===== src/rtl/sb_pkg.sv =====
// Shared types and constants for the store buffer: the buffered-store entry
// layout and the default geometry.
package sb_pkg;
  localparam int LANES     = 4;
  localparam int SB_DEPTH  = 4;
  localparam int SB_ADDR_W = 10;

  typedef struct packed {
    logic [SB_ADDR_W-1:0] addr;
    logic [31:0]          data;
    logic [LANES-1:0]     be;
  } sb_entry_t;
endpackage


===== src/rtl/sb_forward_merge.sv =====
// Combinational load forwarding: each byte lane takes the youngest matching
// buffered store that writes that lane, otherwise the memory read data.
module sb_forward_merge
  import sb_pkg::*;
#(
  parameter int DEPTH = SB_DEPTH
) (
  input  sb_entry_t             entries [DEPTH],
  input  logic [DEPTH-1:0]      valid,
  input  logic [$clog2(DEPTH)-1:0] head,
  input  logic [SB_ADDR_W-1:0]  load_addr,
  input  logic [31:0]           mem_rdata,
  output logic [31:0]           merged
);
  localparam int PW = $clog2(DEPTH);

  logic [PW-1:0] idx;

  // Walk from the head (oldest) toward the tail so younger hits overwrite older.
  always_comb begin
    merged = mem_rdata;
    idx    = '0;
    for (int k = 0; k < DEPTH; k++) begin
      idx = head + PW'(k);
      if (valid[idx] && (entries[idx].addr == load_addr)) begin
        for (int i = 0; i < LANES; i++) begin
          if (entries[idx].be[i]) merged[8*i +: 8] = entries[idx].data[8*i +: 8];
        end
      end
    end
  end
endmodule


===== src/rtl/store_buffer.sv =====
// Posted-store write buffer between the memory handler and data memory, with
// byte-lane forwarding to loads and a fence that waits for a full drain.
module store_buffer
  import sb_pkg::*;
#(
  parameter int DEPTH  = SB_DEPTH,
  parameter int ADDR_W = SB_ADDR_W
) (
  input  logic              clk,
  input  logic              rst,
  input  logic              cpu_valid,
  input  logic [ADDR_W-1:0] cpu_addr,
  input  logic [31:0]       cpu_wdata,
  input  logic [3:0]        cpu_we,
  input  logic              cpu_fence,
  output logic [31:0]       cpu_rdata,
  output logic              cpu_stall,
  output logic [ADDR_W-1:0] mem_addr,
  output logic [31:0]       mem_wdata,
  output logic [3:0]        mem_we,
  input  logic              mem_ready,
  input  logic [31:0]       mem_rdata,
  output logic              sb_empty
);
  localparam int PW = $clog2(DEPTH);

  // Handshake: a CPU op is taken on the edge where cpu_valid=1 and cpu_stall=0;
  // a stalled op is held unchanged. A memory access presented on mem_* completes
  // on the edge where mem_ready=1.

  sb_entry_t        entries [DEPTH];
  logic [PW-1:0]    head, tail, off;
  logic [PW:0]      count;
  logic [DEPTH-1:0] valid;
  logic [31:0]      merged;
  logic             load, store, empty, full, dequeue, enqueue, fence_hold;

  assign load       = cpu_valid && (cpu_we == 4'b0000);
  assign store      = cpu_valid && (cpu_we != 4'b0000);
  assign empty      = (count == '0);
  assign full       = (count == (PW+1)'(DEPTH));
  assign dequeue    = !load && !empty && mem_ready;
  assign fence_hold = cpu_fence && !empty;
  // A store riding along with a held fence is re-presented, so it must not enqueue now.
  assign enqueue    = store && (!full || dequeue) && !fence_hold;

  assign cpu_stall = (load && !mem_ready) || (store && full && !dequeue) || fence_hold;
  assign sb_empty  = empty;
  assign cpu_rdata = load ? merged : 32'h0;

  always_comb begin
    valid = '0;
    off   = '0;
    for (int i = 0; i < DEPTH; i++) begin
      off      = PW'(i) - head;
      valid[i] = ({1'b0, off} < count);
    end
  end

  always_comb begin
    mem_addr  = '0;
    mem_wdata = '0;
    mem_we    = '0;
    if (load) begin
      mem_addr = cpu_addr;
    end else if (!empty) begin
      mem_addr  = entries[head].addr;
      mem_wdata = entries[head].data;
      mem_we    = entries[head].be;
    end
  end

  always_ff @(posedge clk) begin
    if (enqueue) entries[tail] <= '{addr: cpu_addr, data: cpu_wdata, be: cpu_we};
  end

  always_ff @(posedge clk) begin
    if (rst) begin
      head  <= '0;
      tail  <= '0;
      count <= '0;
    end else begin
      if (dequeue) head <= head + PW'(1);
      if (enqueue) tail <= tail + PW'(1);
      case ({enqueue, dequeue})
        2'b10:   count <= count + (PW+1)'(1);
        2'b01:   count <= count - (PW+1)'(1);
        default: count <= count;
      endcase
    end
  end

  sb_forward_merge #(.DEPTH(DEPTH)) u_merge (
    .entries   (entries),
    .valid     (valid),
    .head      (head),
    .load_addr (cpu_addr),
    .mem_rdata (mem_rdata),
    .merged    (merged)
  );
endmodule


===== config.mk =====
export PLATFORM = sky130hd
export DESIGN_NAME = store_buffer
export DESIGN_NICKNAME = d
export VERILOG_FILES = /design/src/rtl/sb_pkg.sv /design/src/rtl/sb_forward_merge.sv /design/src/rtl/store_buffer.sv
export SDC_FILE = /design/constraint.sdc
export NUM_CORES = 1
export LEC_CHECK = 0
export BUFFER_PORTS_ARGS = -buffer_cell sky130_fd_sc_hd__buf_2
export CAP_MARGIN = 20
export CORE_MARGIN = 2
export CORE_UTILIZATION = 40
export DETAILED_ROUTE_END_ITERATION = 10
export PLACE_DENSITY = 0.72
export SYNTH_ARGS = -nofsm -noshare
export SYNTH_HDL_FRONTEND = slang
export SYNTH_SLANG_ARGS = --single-unit

===== constraint.sdc =====
create_clock -name clk -period 4.4 [get_ports clk]
set_input_delay 1.32 -clock clk [delete_from_list [all_inputs] [get_ports clk]]
set_output_delay 1.32 -clock clk [all_outputs]
set_load 0.02 [all_outputs]

==> flow_summary.yaml <==
placement:
  port_buffers: 162
  gp_congestion: 0.839
  hpwl_um: 23400
  place_inst: 1639
power_and_ir_drop:
  p_leak_nw: 5.83
  p_comb_share_pct: 52.7
  p_int_mw: 5.19
  pwr-share-clk_pct: 18.5
  sequentialPowerShare_pct: 28.8
  ir_drop_uv: 240
  powerDensity_mw_per_mm2: 517
  power_switching_mw: 3.40
  switching_share_pct: 39.6
  p_total_mw: 8.59
clock_tree:
  cts_buffers: 17
  cts_tree: "yes"
  cts.sinks: 191
  ctsHoldBuffers: 0
  clkTransAtPathRegs_ns: 0.07
  cts_max_path_buffers: 2
  cts_root_buf: "clkbuf_16"
  worstSkewPairLatency_ns: 0.46
  htree_levels: 4
die:
  die_h_um: 184
  coreArea_mm2: 0.0323
  io_pins: 163
  die-area_mm2: 0.0340
  die_w_um: 184
  rows: 66
  initial_core_util_pct: 40.4
timing:
  rsz0062_at_grt: "true"
  final.min_clock_period_ns: 4.77
  hold_viol: 0
  finalSetupViolations: 32
  drv_slew: 0
  min_period_over_period_pct: 108
  skew_ns: 0.0182
  slew_headroom_pct: 42.9
  fin_ws_ns: -0.367
  fmax_ghz: 0.210
  tightest_slew_ns: 0.856
route:
  dr.first_iter.drc_count: 685
  post-route-drc-count: 0
  postRouteAntennaNets: 0
  via_per_inst: 5.75
  vias: 9702
  totalWireLength_um: 35400
  wl_per_cell_um: 21.0
  dr.pass1.iters: 5
worst_setup_path:
  path_cells: "buf_12, buf_12, mux4_2, xnor2_4, nand4_4, nor4_4, buf_12, mux2_4, o21ai_2, a31oi_2, buf_4"
  crit_family: "multiplexers"
  r2r_end: "entries[64]"
  crit_path_end_kind: "output port"
  slowest_delay_ns: 0.57
  cp.required_ns: 3.08
  r2r_setup_slack_ns: 1.88
  crit_slowest_cell: "mux4_2"
  rr_startpoint: "count[2]"
  critPathBufInv: 4
  start_kind: "flip-flop"
  reg2regPathDepth: 5
  crit_type: "reg -> out"
  path_max_fanout: 8
  worstPathArrival_ns: 3.45
  cpMostUsedCell: "buf_12"
synthesis:
  synth.cell_area_mm2: 0.0130
  ys_types: 52
  ys_seq_elements: 191
  yosys_warnings: 0
  synthCells: 1010
  synth_enable_flop_cells: 184
  ys.flop_type: "edfxtp_1"
  synthesis.nets: 1103
  avgSynthCellArea_um2: 12.9
  async_flop_share_pct: 0
  synth_seq_area_share_pct: 43.5
final_layout:
  regArea_mm2: 0.00567
  drive_above_1_share_pct: 49.2
  area_growth_pct: 27.6
  final_core_util_pct: 51.5
  layout.nets: 1324
  fillers: 2708
  multi_input_area_mm2: 0.00742
  fin_cells: 1687
hold_path:
  hp-class: "reg -> reg"
  hold-path-endpoint: "count[1]"
  hold_depth: 2
  min_from: "count[1]"
grt:
  groute.usage.overall_pct: 20.5
  grt-ovfl-total: 0
  grt_pass1_vias: 9574
  antenna_found_initial: 4
  grt_start_max_net_pins: 73
  grt_pass1_wl_um: 52400
run:
  drv_cap: 0
outcome:
  status: "complete, but fails checks"
  violations: "setup timing"
cells by family after synthesis:
family                   count (synthesis)  share of synthesized area (%)
AO/OA/AOI/OAI                          236                           11.3
XOR/XNOR                                45                           3.60
adder cells (fa/ha/maj)                 10                           1.02
buffers and inverters                  121                           4.27
flip-flops                             191                           43.5
multiplexers                           222                           27.8
AND/OR/NAND/NOR                        185                           8.57
layer usage:
metal / GRT usage (%) / share of wire [%] / vias to the layer above
met3: 3.02 / 4.9 / 68
met1: 25.3 / 40 / 4891
met4: 9.15 / 3.3 / 4
met2: 35.6 / 52 / 308
li1: - / - / 4431
met5: 0 / 0.059 / -
metrics by stage:
stage	hold slack [ns]	area [um2]	TNS (ns)	worst slack, ns
2_1_floorplan	0.495	13300	-2.70	-0.0906
3_3_place_gp	0.511	15400	-6.84	-0.282
3_5_place_dp	0.544	15400	-7.10	-0.274
4_1_cts	0.539	16500	-10.55	-0.387
5_1_grt	0.593	16600	-13.76	-0.474
6_report	0.538	16600	-10.15	-0.367
layout make-up:
type                       instances  share of cell area [%]
tap                              442                    3.33
timing repair buffer             281                    13.2
clock inverter                    15                    1.23
inverter                          41                   0.926
multi-input combinational        699                    44.6
clock buffer                      17                    2.56
sequential                       191                    34.1
antenna                            1                  0.0151
synth_stat cells, drive strengths merged, types with 13 or more instances:
cell type	count	area [um2]
a21oi	72	360
a31oi	33	206
nand2	48	180
nor2	55	206
mux4	104	2340
xnor2	43	452
and2	40	250
nor4	13	226
o21ai	75	375
buf	46	275
o211ai	32	240
mux2	74	833
edfxtp	184	5530
inv	41	154
clkbuf	34	128
mux2i	44	440
worst min-delay path, cell delays in order, from the launching register on:
cell and delay, ns:
dfxtp_1 0.36, a21oi_1 0.08, nor2_1 0.07
worst max-delay path by stage:
stage | start | end | slack [ns] | depth (start not counted)
5_1_grt | head[0] | cpu_rdata[25] | -0.47 | 12
3_5_place_dp | cpu_addr[0] | cpu_rdata[22] | -0.27 | 9
3_3_place_gp | cpu_addr[0] | cpu_rdata[22] | -0.28 | 9
4_1_cts | head[0] | cpu_rdata[22] | -0.39 | 11
2_1_floorplan | head[0] | cpu_rdata[0] | -0.09 | 13
6_report | head[0] | cpu_rdata[15] | -0.37 | 11
power by group through the flow:
stage          Clock [mW]  Sequential (mW)  Combinational (mW)
3_5_place_dp            0             2.54                4.14
2_1_floorplan           0             2.45                3.12
6_report             1.59             2.48                4.53
4_1_cts              1.61             2.47                4.42
3_3_place_gp            0             2.51                4.08
5_1_grt              1.68             2.51                4.85
flip-flops by register name, indices dropped and copies added (netlist names):
register	flops
tail	2
entries	184
head	2
count	3
layout by cell type, fill, tap and decap left out, drive strengths merged, types with 8 or more instances in the layout:
cell type  netlist  final
buf             46    279
edfxtp         184    184
mux4           104    104
o21ai           75     75
mux2            74     74
a21oi           72     72
nor2            55     56
nand2           48     48
inv             41     48
mux2i           44     44
xnor2           43     43
and2            40     40
a31oi           33     33
o211ai          32     32
clkbuf          34     19
nor4            13     13
a22o            10     10
ha               9      9
nand4            9      9
clkinv           0      8
what timing repair did:
action,CTS,global route
pin swaps,29,23
endpoints found under the hold margin,0,0
buffers inserted,10,2
setup endpoints to repair,38,32
resized for setup,99,16
cloned,1,2
Power figures use the tool's default switching activity.
